<file path="src/rtl/fix_tokenizer.sv">
// fix_tokenizer: classifies a raw FIX byte stream into tag / '=' / value / SOH,
// forwards each accepted byte one cycle later with tag/value level strobes,
// computes the FIX CheckSum (tag 10) and flags framing errors.
//
// state  | meaning
// -------+-----------------------------------------------------------------
// IDLE   | between messages; next valid byte starts a new message as a tag
// TAG    | collecting tag digits up to '='
// VALUE  | collecting value bytes up to SOH
// RESYNC | framing error seen; forward bytes silently until the next SOH
module fix_tokenizer #(
    parameter int MAX_TAG_LEN   = 4,
    parameter int MAX_VALUE_LEN = 32
) (
    input  logic       clk,
    input  logic       rst,
    input  logic [7:0] data_i,
    input  logic       valid_i,
    output logic [7:0] data_o,
    output logic       valid_o,
    output logic       start_tag_o,
    output logic       start_value_o,
    output logic [7:0] checksum_o,
    output logic       checksum_valid_o,
    output logic       checksum_ok_o,
    output logic       format_err_o
);

    localparam int TCW = $clog2(MAX_TAG_LEN + 1);
    localparam int VCW = $clog2(MAX_VALUE_LEN + 1);
    localparam logic [TCW-1:0] TAG_MAX = TCW'(MAX_TAG_LEN);
    localparam logic [VCW-1:0] VAL_MAX = VCW'(MAX_VALUE_LEN);
    localparam logic [VCW-1:0] CHK_DIGITS = VCW'(3);
    localparam logic [7:0] SOH = 8'h01;
    localparam logic [7:0] EQ  = 8'h3D;

    typedef enum logic [1:0] {IDLE, TAG, VALUE, RESYNC} state_t;

    state_t          state;
    state_t          cur_state;
    logic [7:0]      sum;
    logic [7:0]      sum_cur;
    logic [7:0]      tag_base;
    logic [TCW-1:0]  tag_cnt;
    logic [TCW-1:0]  tag_cnt_cur;
    logic [VCW-1:0]  val_cnt;
    logic            tag_is10;
    logic            chk_field;
    logic            chk_field_cur;
    logic            chk_digits;
    logic [9:0]      chk_val;
    logic            is_digit;
    logic            is_eq;
    logic            is_soh;

    // Byte classification and the "IDLE behaves as a freshly cleared TAG" view
    always_comb begin
        is_digit      = (data_i >= 8'h30) && (data_i <= 8'h39);
        is_eq         = (data_i == EQ);
        is_soh        = (data_i == SOH);
        cur_state     = (state == IDLE) ? TAG : state;
        sum_cur       = (state == IDLE) ? 8'h00 : sum;
        tag_cnt_cur   = (state == IDLE) ? '0 : tag_cnt;
        chk_field_cur = (state == IDLE) ? 1'b0 : chk_field;
    end

    // Tokenizer FSM with registered outputs; idle cycles leave state untouched
    always_ff @(posedge clk) begin
        if (rst) begin
            state            <= IDLE;
            sum              <= '0;
            tag_base         <= '0;
            tag_cnt          <= '0;
            val_cnt          <= '0;
            tag_is10         <= 1'b0;
            chk_field        <= 1'b0;
            chk_digits       <= 1'b0;
            chk_val          <= '0;
            data_o           <= '0;
            valid_o          <= 1'b0;
            start_tag_o      <= 1'b0;
            start_value_o    <= 1'b0;
            checksum_o       <= '0;
            checksum_valid_o <= 1'b0;
            checksum_ok_o    <= 1'b0;
            format_err_o     <= 1'b0;
        end else begin
            valid_o          <= 1'b0;
            checksum_valid_o <= 1'b0;
            checksum_ok_o    <= 1'b0;
            format_err_o     <= 1'b0;
            if (valid_i) begin
                valid_o   <= 1'b1;
                data_o    <= data_i;
                sum       <= sum_cur + data_i;
                chk_field <= chk_field_cur;
                case (cur_state)
                    TAG: begin
                        if (is_digit && (tag_cnt_cur < TAG_MAX)) begin
                            state         <= TAG;
                            start_tag_o   <= 1'b1;
                            start_value_o <= 1'b0;
                            tag_cnt       <= tag_cnt_cur + 1'b1;
                            if (tag_cnt_cur == '0) begin
                                // snapshot excludes this tag's own bytes
                                tag_base <= sum_cur;
                                tag_is10 <= (data_i == 8'h31);
                            end else begin
                                tag_is10 <= tag_is10 && (tag_cnt_cur == TCW'(1))
                                            && (data_i == 8'h30);
                            end
                        end else if (is_eq && (tag_cnt_cur != '0)) begin
                            state         <= VALUE;
                            start_tag_o   <= 1'b0;
                            start_value_o <= 1'b0;
                            val_cnt       <= '0;
                            chk_val       <= '0;
                            chk_digits    <= 1'b1;
                            if ((tag_cnt_cur == TCW'(2)) && tag_is10) begin
                                chk_field  <= 1'b1;
                                checksum_o <= tag_base;
                            end
                        end else begin
                            state         <= RESYNC;
                            start_tag_o   <= 1'b0;
                            start_value_o <= 1'b0;
                            format_err_o  <= 1'b1;
                        end
                    end
                    VALUE: begin
                        if (is_soh) begin
                            start_tag_o   <= 1'b0;
                            start_value_o <= 1'b0;
                            if (val_cnt != '0) begin
                                if (chk_field) begin
                                    checksum_valid_o <= 1'b1;
                                    checksum_ok_o    <= (val_cnt == CHK_DIGITS) && chk_digits
                                                        && (chk_val == {2'b00, checksum_o});
                                    state            <= IDLE;
                                end else begin
                                    state   <= TAG;
                                    tag_cnt <= '0;
                                end
                            end else begin
                                state        <= RESYNC;
                                format_err_o <= 1'b1;
                            end
                        end else if (val_cnt == VAL_MAX) begin
                            state         <= RESYNC;
                            start_tag_o   <= 1'b0;
                            start_value_o <= 1'b0;
                            format_err_o  <= 1'b1;
                        end else begin
                            start_tag_o   <= 1'b0;
                            start_value_o <= 1'b1;
                            val_cnt       <= val_cnt + 1'b1;
                            if (chk_field) begin
                                chk_val    <= (chk_val * 10'd10) + {6'd0, data_i[3:0]};
                                chk_digits <= chk_digits && is_digit;
                            end
                        end
                    end
                    RESYNC: begin
                        start_tag_o   <= 1'b0;
                        start_value_o <= 1'b0;
                        if (is_soh) begin
                            state <= IDLE;
                        end
                    end
                    default: begin
                        state <= IDLE;
                    end
                endcase
            end
        end
    end

endmodule
</file>
<file path="config.mk">
export PLATFORM = sky130hd
export DESIGN_NAME = fix_tokenizer
export DESIGN_NICKNAME = d
export VERILOG_FILES = /design/src/rtl/fix_tokenizer.sv
export SDC_FILE = /design/constraint.sdc
export NUM_CORES = 1
export LEC_CHECK = 0
export CELL_PAD_IN_SITES_DETAIL_PLACEMENT = 1
export CELL_PAD_IN_SITES_GLOBAL_PLACEMENT = 1
export CORE_MARGIN = 2
export CORE_UTILIZATION = 40
export CTS_BUF_LIST = sky130_fd_sc_hd__clkbuf_8
export CTS_CLUSTER_SIZE = 28
export DETAILED_ROUTE_END_ITERATION = 8
export GPL_TIMING_DRIVEN = 0
export PLACE_DENSITY_LB_ADDON = 0.08
export SLEW_MARGIN = 20
export SYNTH_ARGS = -nofsm -noshare
export SYNTH_HDL_FRONTEND = slang
export SYNTH_SLANG_ARGS = --single-unit
</file>
<file path="constraint.sdc">
create_clock -name clk -period 3.9 [get_ports clk]
set_input_delay 0.78 -clock clk [delete_from_list [all_inputs] [get_ports clk]]
set_output_delay 0.78 -clock clk [all_outputs]
set_load 0.02 [all_outputs]
</file>
==> out/qor.yml, run 1 <==
floorplan:
  start_util_pct: 41.25
  die_w_um: 99.06
  die-area_mm2: 0.009813
  rows: 34
  core-area_mm2: 0.008763
  fp.dieH_um: 99.06
  io_pins: 33
global_routing:
  grt_usage_pct: 22.26
  grt_pass1_wl_um: 16970
  grt_max_degree: 14
  grt_pass1_vias: 3250
  gr-total-overflow: 0
  antenna_found_initial: 0
setup_path:
  reg2reg_slack_ps: 810
  timing.rr.end: "chk_val[9]"
  end_kind: "flip-flop"
  worst-setup-path-type: "flip-flop to flip-flop"
  crit_fanout: 10
  startpoint_type: "flip-flop"
  reg2reg_depth: 10
  reg2reg_from: "state[1]"
  cp.required_ps: 4160
  crit_arrival_ps: 3350
yosys:
  synth-compound-area-share_pct: 16.03
  synth-adder-area-share_pct: 11.01
  yosys.cell_types.count: 66
  synth_xor_area_share_pct: 5.088
  synthMuxAreaShare_pct: 6.092
  synth_edf_count: 0
  ys_seq_elements: 62
  yosysSeqAreaShare_pct: 34.34
  ys.warnings.count: 0
  yosys_most_used_dff: "dfxtp_1"
  synthArstFlopShare_pct: 0
  syn-num-nets: 454
  synth_simple_gate_area_share_pct: 22.98
  postSynthCellCount: 413
  synth.cell_area_mm2: 0.003615
  syn_avg_cell_area_um2: 8.752
  synth_top_family_by_area: "simple AND/OR/NAND/NOR gates"
place:
  place_hpwl_um: 7710
  dp_cells: 553
  gp_congestion: 0.8574
  dpl_cell_area_mm2: 0.004070
  dp_slack_ps: 570.1
  io_buffers: 32
drt:
  viasPerCell: 5.482
  drt-initial-drc-count: 92
  drtAntennaViolNets: 0
  drc_errors: 0
  wl_um: 10170
  firstDrtPassIters: 4
  wl_per_cell_um: 17.88
  vias: 3119
clock_network:
  clkSinkCount: 62
  tritoncts: "built"
  clk_pin_slew_ps: 80
  clock_latency_ps: 350
  cts.hold.buffers_added: 0
  cts-root-buf: "clkbuf_8"
  cts_setup_buffers: 0
  cts_max_path_buffers: 2
  htreeDepth: 3
  numCtsBuffers: 9
  cts_resized: 0
final_layout:
  nets: 497
  fin_area_mm2: 0.004250
  diodes: 0
  nFillCells: 1055
  fin_cells: 569
  drive_gt1_share_pct: 8.460
  mostFrequentLayoutCells: "62 x dfxtp_1, 53 x nor2_1, 36 x nand2_1, 32 x clkdlybuf4s50_1, 29 x a21oi_1"
  final_common_cell: "dfxtp_1"
  synthToLayoutAreaGrowth_pct: 17.58
timing:
  period_share_pct: 79.18
  finalSetupTns_ps: 0
  fin_crit_ps: 3088
  hold_violations: 0
  max_freq_mhz: 323.8
  setup-violations-final: 0
  slew_viol_final: 0
  worst_pin_slew_ps: 664.1
  rsz0062_at_grt: "no"
  finalWorstSetupSlack_ps: 811.9
  finalClockSkew_ps: 10.76
  slew_headroom_pct: 55.72
pwr:
  p_leak_nw: 1.823
  vdd_drop_max_uv: 155.6
  powerDensity_mw_per_mm2: 327.0
hold_path:
  hold_start: "tag_base[4]"
  min_path_type: "flip-flop to flip-flop"
  min_to: "tag_base[4]"
  hold_depth: 2
job:
  maxCapViolCount: 0
run_status:
  status: "finished clean"
==> cells by family (layout without fill, tap and decap cells) <==
family                     Yosys count  in the layout
muxes                               22             22
xor gates and xnor gates            21             21
buffers and inverters               38             86
and+or+nand+nor                    157            157
adders and majority gates           30             30
AOI/OAI and AO/OA                   83             83
DFF                                 62             62
==> state kept, by name (all words and copies together), names as in the netlist, 2 cells and up <==
signal      flops
chk_val        10
checksum_o      8
data_o          8
sum             8
tag_base        8
val_cnt         6
tag_cnt         3
state           2
==> Yosys cell counts (8+ instances only) <==
cell type   n  share of area [%]
a21oi_1    29                4.0
nor2_1     53                5.5
dfxtp_1    62                 34
nand3_1     9                1.2
o21ai_0     9                1.2
a31oi_1     8                1.4
clkbuf_1   11                1.1
xor2_1     14                3.4
nand2_1    36                3.7
inv_1      19                2.0
ha_1       27                9.3
mux2i_1    22                6.1
==> where the power goes <==
group | switching [mW] | total (mW) | internal [mW]
Clock | 0.302 | 0.540 | 0.238
Sequential | 0.0112 | 0.661 | 0.650
Combinational | 0.116 | 0.189 | 0.0733
==> critical path, cell delays in order (launching register included) <==
cell	delay (ps)
dfxtp_1	310
buf_2	190
or2_2	210
clkbuf_1	420
nand2_1	190
ha_1	340
a2111oi_4	430
o22ai_2	220
nor2_1	380
o2111ai_1	190
o311ai_1	100
==> worst max path at each step <==
stage                    from          to  slack [ps]  cells after the start
floorplan            state[1]      sum[7]        1330                     12
global placement    data_i[1]  chk_val[7]         720                     10
detailed placement  data_i[1]  chk_val[9]         570                     10
CTS                  state[1]  chk_val[9]         820                     10
global route         state[1]  chk_val[9]         580                     10
finish               state[1]  chk_val[9]         810                     10
==> stage by stage <==
stage	hold WS (ps)	total power [mW]	util, %
final	460.4	1.390	48.50
after global routing	483.8	1.460	48.50
after CTS	464.0	1.409	48.50
after detailed placement	452.2	0.8663	46.44
after global placement	446.8	0.8603	46.44
after floorplan	431.2	0.7916	-
==> area by class of cell <==
class	count	area, µm²	area share, %
tap	108	135.1	3.179
sequential	62	1241	29.20
multi-input combinational	313	2212	52.05
timing repair buffer	32	320.3	7.536
clock inverter	7	56.30	1.325
buffer	19	90.09	2.120
inverter	19	71.32	1.678
clock buffer	9	123.9	2.914
==> routing by layer <==
| layer | wire [µm] | GRT usage [%] | part of all wire [%] |
|---|---|---|---|
| met1 | 4849 | 29.24 | 48 |
| met2 | 4967 | 37.21 | 49 |
| met3 | 185 | 3.759 | 1.8 |
| met4 | 168 | 7.271 | 1.7 |
| met5 | 0 | 0 | 0 |
Power figures use the tool's default switching activity.
==> run 2: changes to the inputs <==
==> constraint.sdc (replaced) <==
create_clock -name clk -period 2.5 [get_ports clk]
set_input_delay 0.5 -clock clk [delete_from_list [all_inputs] [get_ports clk]]
set_output_delay 0.5 -clock clk [all_outputs]
set_load 0.02 [all_outputs]
==> run 2 against run 1 <==
Compared with the run above:
- global-route usage is 0.45 points higher
- clock power increased by 89%
- die area stayed put
- first-iteration DRC count grew 7.6%
- flip-flop and latch count stayed put
- final cell count rose by 2.5%
- clock skew shrank 1.7 ps
- largest power group unchanged
==> out/qor.yml, run 2 (same netlist as run 1, synthesis figures left out) <==
floorplan:
  io_pins: 33  # unchanged
  die-area_mm2: 0.009813  # unchanged
  start_util_pct: 41.25  # unchanged
  fp.dieH_um: 99.06  # unchanged
  rows: 34  # unchanged
  core-area_mm2: 0.008763  # unchanged
  die_w_um: 99.06  # unchanged
timing:
  fin_crit_ps: 2479  # -609.2 ps
  hold_violations: 0  # unchanged
  finalClockSkew_ps: 9.024  # -1.733 ps
  finalWorstSetupSlack_ps: 21.17  # -790.8 ps
  slew_viol_final: 0  # unchanged
  period_share_pct: 99.15  # +20 points
  setup-violations-final: 0  # unchanged
  rsz0062_at_grt: "yes"
  hold-worst-slack_ps: 467.7  # +7.312 ps
  max_freq_mhz: 403.4  # +25%
  slew_headroom_pct: 53.67  # -2.1 points
  worst_pin_slew_ps: 695.0  # +30.84 ps
place:
  io_buffers: 32  # unchanged
  gp_congestion: 0.8605  # +0.36%
  dp_slack_ps: -563.2  # -1133 ps
  place_hpwl_um: 7706  # about the same
  dpl_cell_area_mm2: 0.004083  # +0.31%
final_layout:
  synthToLayoutAreaGrowth_pct: 29.11
  largest_register: "chk_val"
  diodes: 0  # unchanged
  drive_gt1_share_pct: 19.79  # +11 points
  largest_reg_flops: 10  # unchanged
  fin_area_mm2: 0.004667  # +9.8%
  final_common_cell: "dfxtp_1"
  nets: 511  # +2.8%
  mostFrequentLayoutCells: "56 x dfxtp_1, 51 x nor2_1, 33 x nand2_1, 28 x clkdlybuf4s50_1, 26 x a21oi_1"
  final_core_util_pct: 53.26  # +4.8 points
pwr:
  vdd_drop_max_uv: 315.8  # +100%
  p_leak_nw: 1.941  # +6.5%
  p_clk_share_pct: 42.0  # +3.2 points
  power_mw: 2.422  # +74%
  p_sw_mw: 0.6874  # +60%
  p_sw_share_pct: 28.38  # -2.4 points
  p_comb_share_pct: 15.4  # +1.8 points
  powerDensity_mw_per_mm2: 519.0  # +59%
  p_seq_share_pct: 42.6  # -5.0 points
  intPower_mw: 1.735  # +80%
setup_path:
  worst-setup-path-type: "flip-flop to flip-flop"
  crit_arrival_ps: 2690  # -660 ps
  cp-startpoint: "state[1]"
  startpoint_type: "flip-flop"
  reg2reg_from: "state[1]"
  end_kind: "flip-flop"
  crit_fanout: 5  # -5
  cp.required_ps: 2710  # -1450 ps
drt:
  wl_met3_um: 317  # +71%
  drt-initial-drc-count: 99  # +7.6%
  drc_errors: 0  # unchanged
  firstDrtPassIters: 4  # unchanged
  wl_per_cell_um: 19.31  # +8.0%
  drtAntennaViolNets: 0  # unchanged
  viasPerCell: 5.559  # +1.4%
  met2_length_um: 5472  # +10%
  wl_um: 11260  # +11%
  drt-met1-wl_um: 5229  # +7.8%
  routed.top_layer: "met4"
  vias: 3241  # +3.9%
global_routing:
  grt_max_degree: 13  # -1
  antenna_found_initial: 0  # unchanged
  grt_usage_pct: 22.71  # +0.45 points
  grt_pass1_vias: 3339  # +2.7%
  grt_pass1_wl_um: 17510  # +3.2%
  gr-total-overflow: 0  # unchanged
run_status:
  status: "finished clean"
hold_path:
  hold_start: "tag_base[3]"
  min_path_type: "flip-flop to flip-flop"
clock_network:
  htreeDepth: 3  # unchanged
  clock_latency_ps: 360  # about the same
  clkSinkCount: 62  # unchanged
  cts_max_path_buffers: 2  # unchanged
  cts.hold.buffers_added: 0  # unchanged
  cts-root-buf: "clkbuf_8"
  numCtsBuffers: 9  # unchanged
  tritoncts: "built"
  clk_pin_slew_ps: 80  # about the same
job:
  maxCapViolCount: 0  # unchanged
[run 2: repair_timing]
action	CTS	global route
gates resized for setup	25	38
pin swaps	10	20
endpoints found under the setup margin	15	15
setup buffers	9	6
gates cloned	0	0
[run 2: power groups by stage]
stage	clock [mW]	combinational, mW	sequential (mW)
finish	1.02	0.373	1.03
global route	1.09	0.402	1.04
CTS	1.03	0.338	1.03
detailed placement	0	0.303	1.05
global placement	0	0.295	1.05
floorplan	0	0.178	1.06
[run 2: path summary, 6_finish.rpt]
check,endpoint,slack [ps],cells after the start
max,sum[7],20,10
min,tag_base[3],470,2
max reg2reg,sum[7],20,10
min reg2reg,tag_base[3],470,2
[run 2: worst max-delay path, cell delays in order (launching register included)]
cell,delay (ps)
dfxtp_4,350
or2_4,260
clkbuf_16,170
and2_4,150
ha_4,170
a21oi_4,180
o211ai_1,140
a2111o_1,410
a21o_1,200
a32oi_1,210
a31oi_1,100
[run 2: cell type report]
| type | count | area (µm²) |
|---|---|---|
| clock inverter | 7 | 97.59 |
| clock buffer | 9 | 123.9 |
| sequential | 62 | 1256 |
| timing repair buffer | 47 | 424.2 |
| multi-input combinational | 313 | 2446 |
| tap | 108 | 135.1 |
| fill | 1032 | 4096 |
| inverter | 19 | 73.82 |
| buffer | 18 | 110.1 |
[run 2: metal layers]
metal,vias up,global-route usage (%)
met5,-,0
met2,57,37.53
met3,21,3.050
met4,0,7.692
li1,1581,-
met1,1582,30.57
[run 2: through the flow]
step | setup TNS, ps | instances
final | 0 | 583
after global routing | -66.45 | 583
after CTS | -21.05 | 577
after detailed placement | -7173 | 553
after global placement | -5776 | 553
after floorplan | 0 | 413
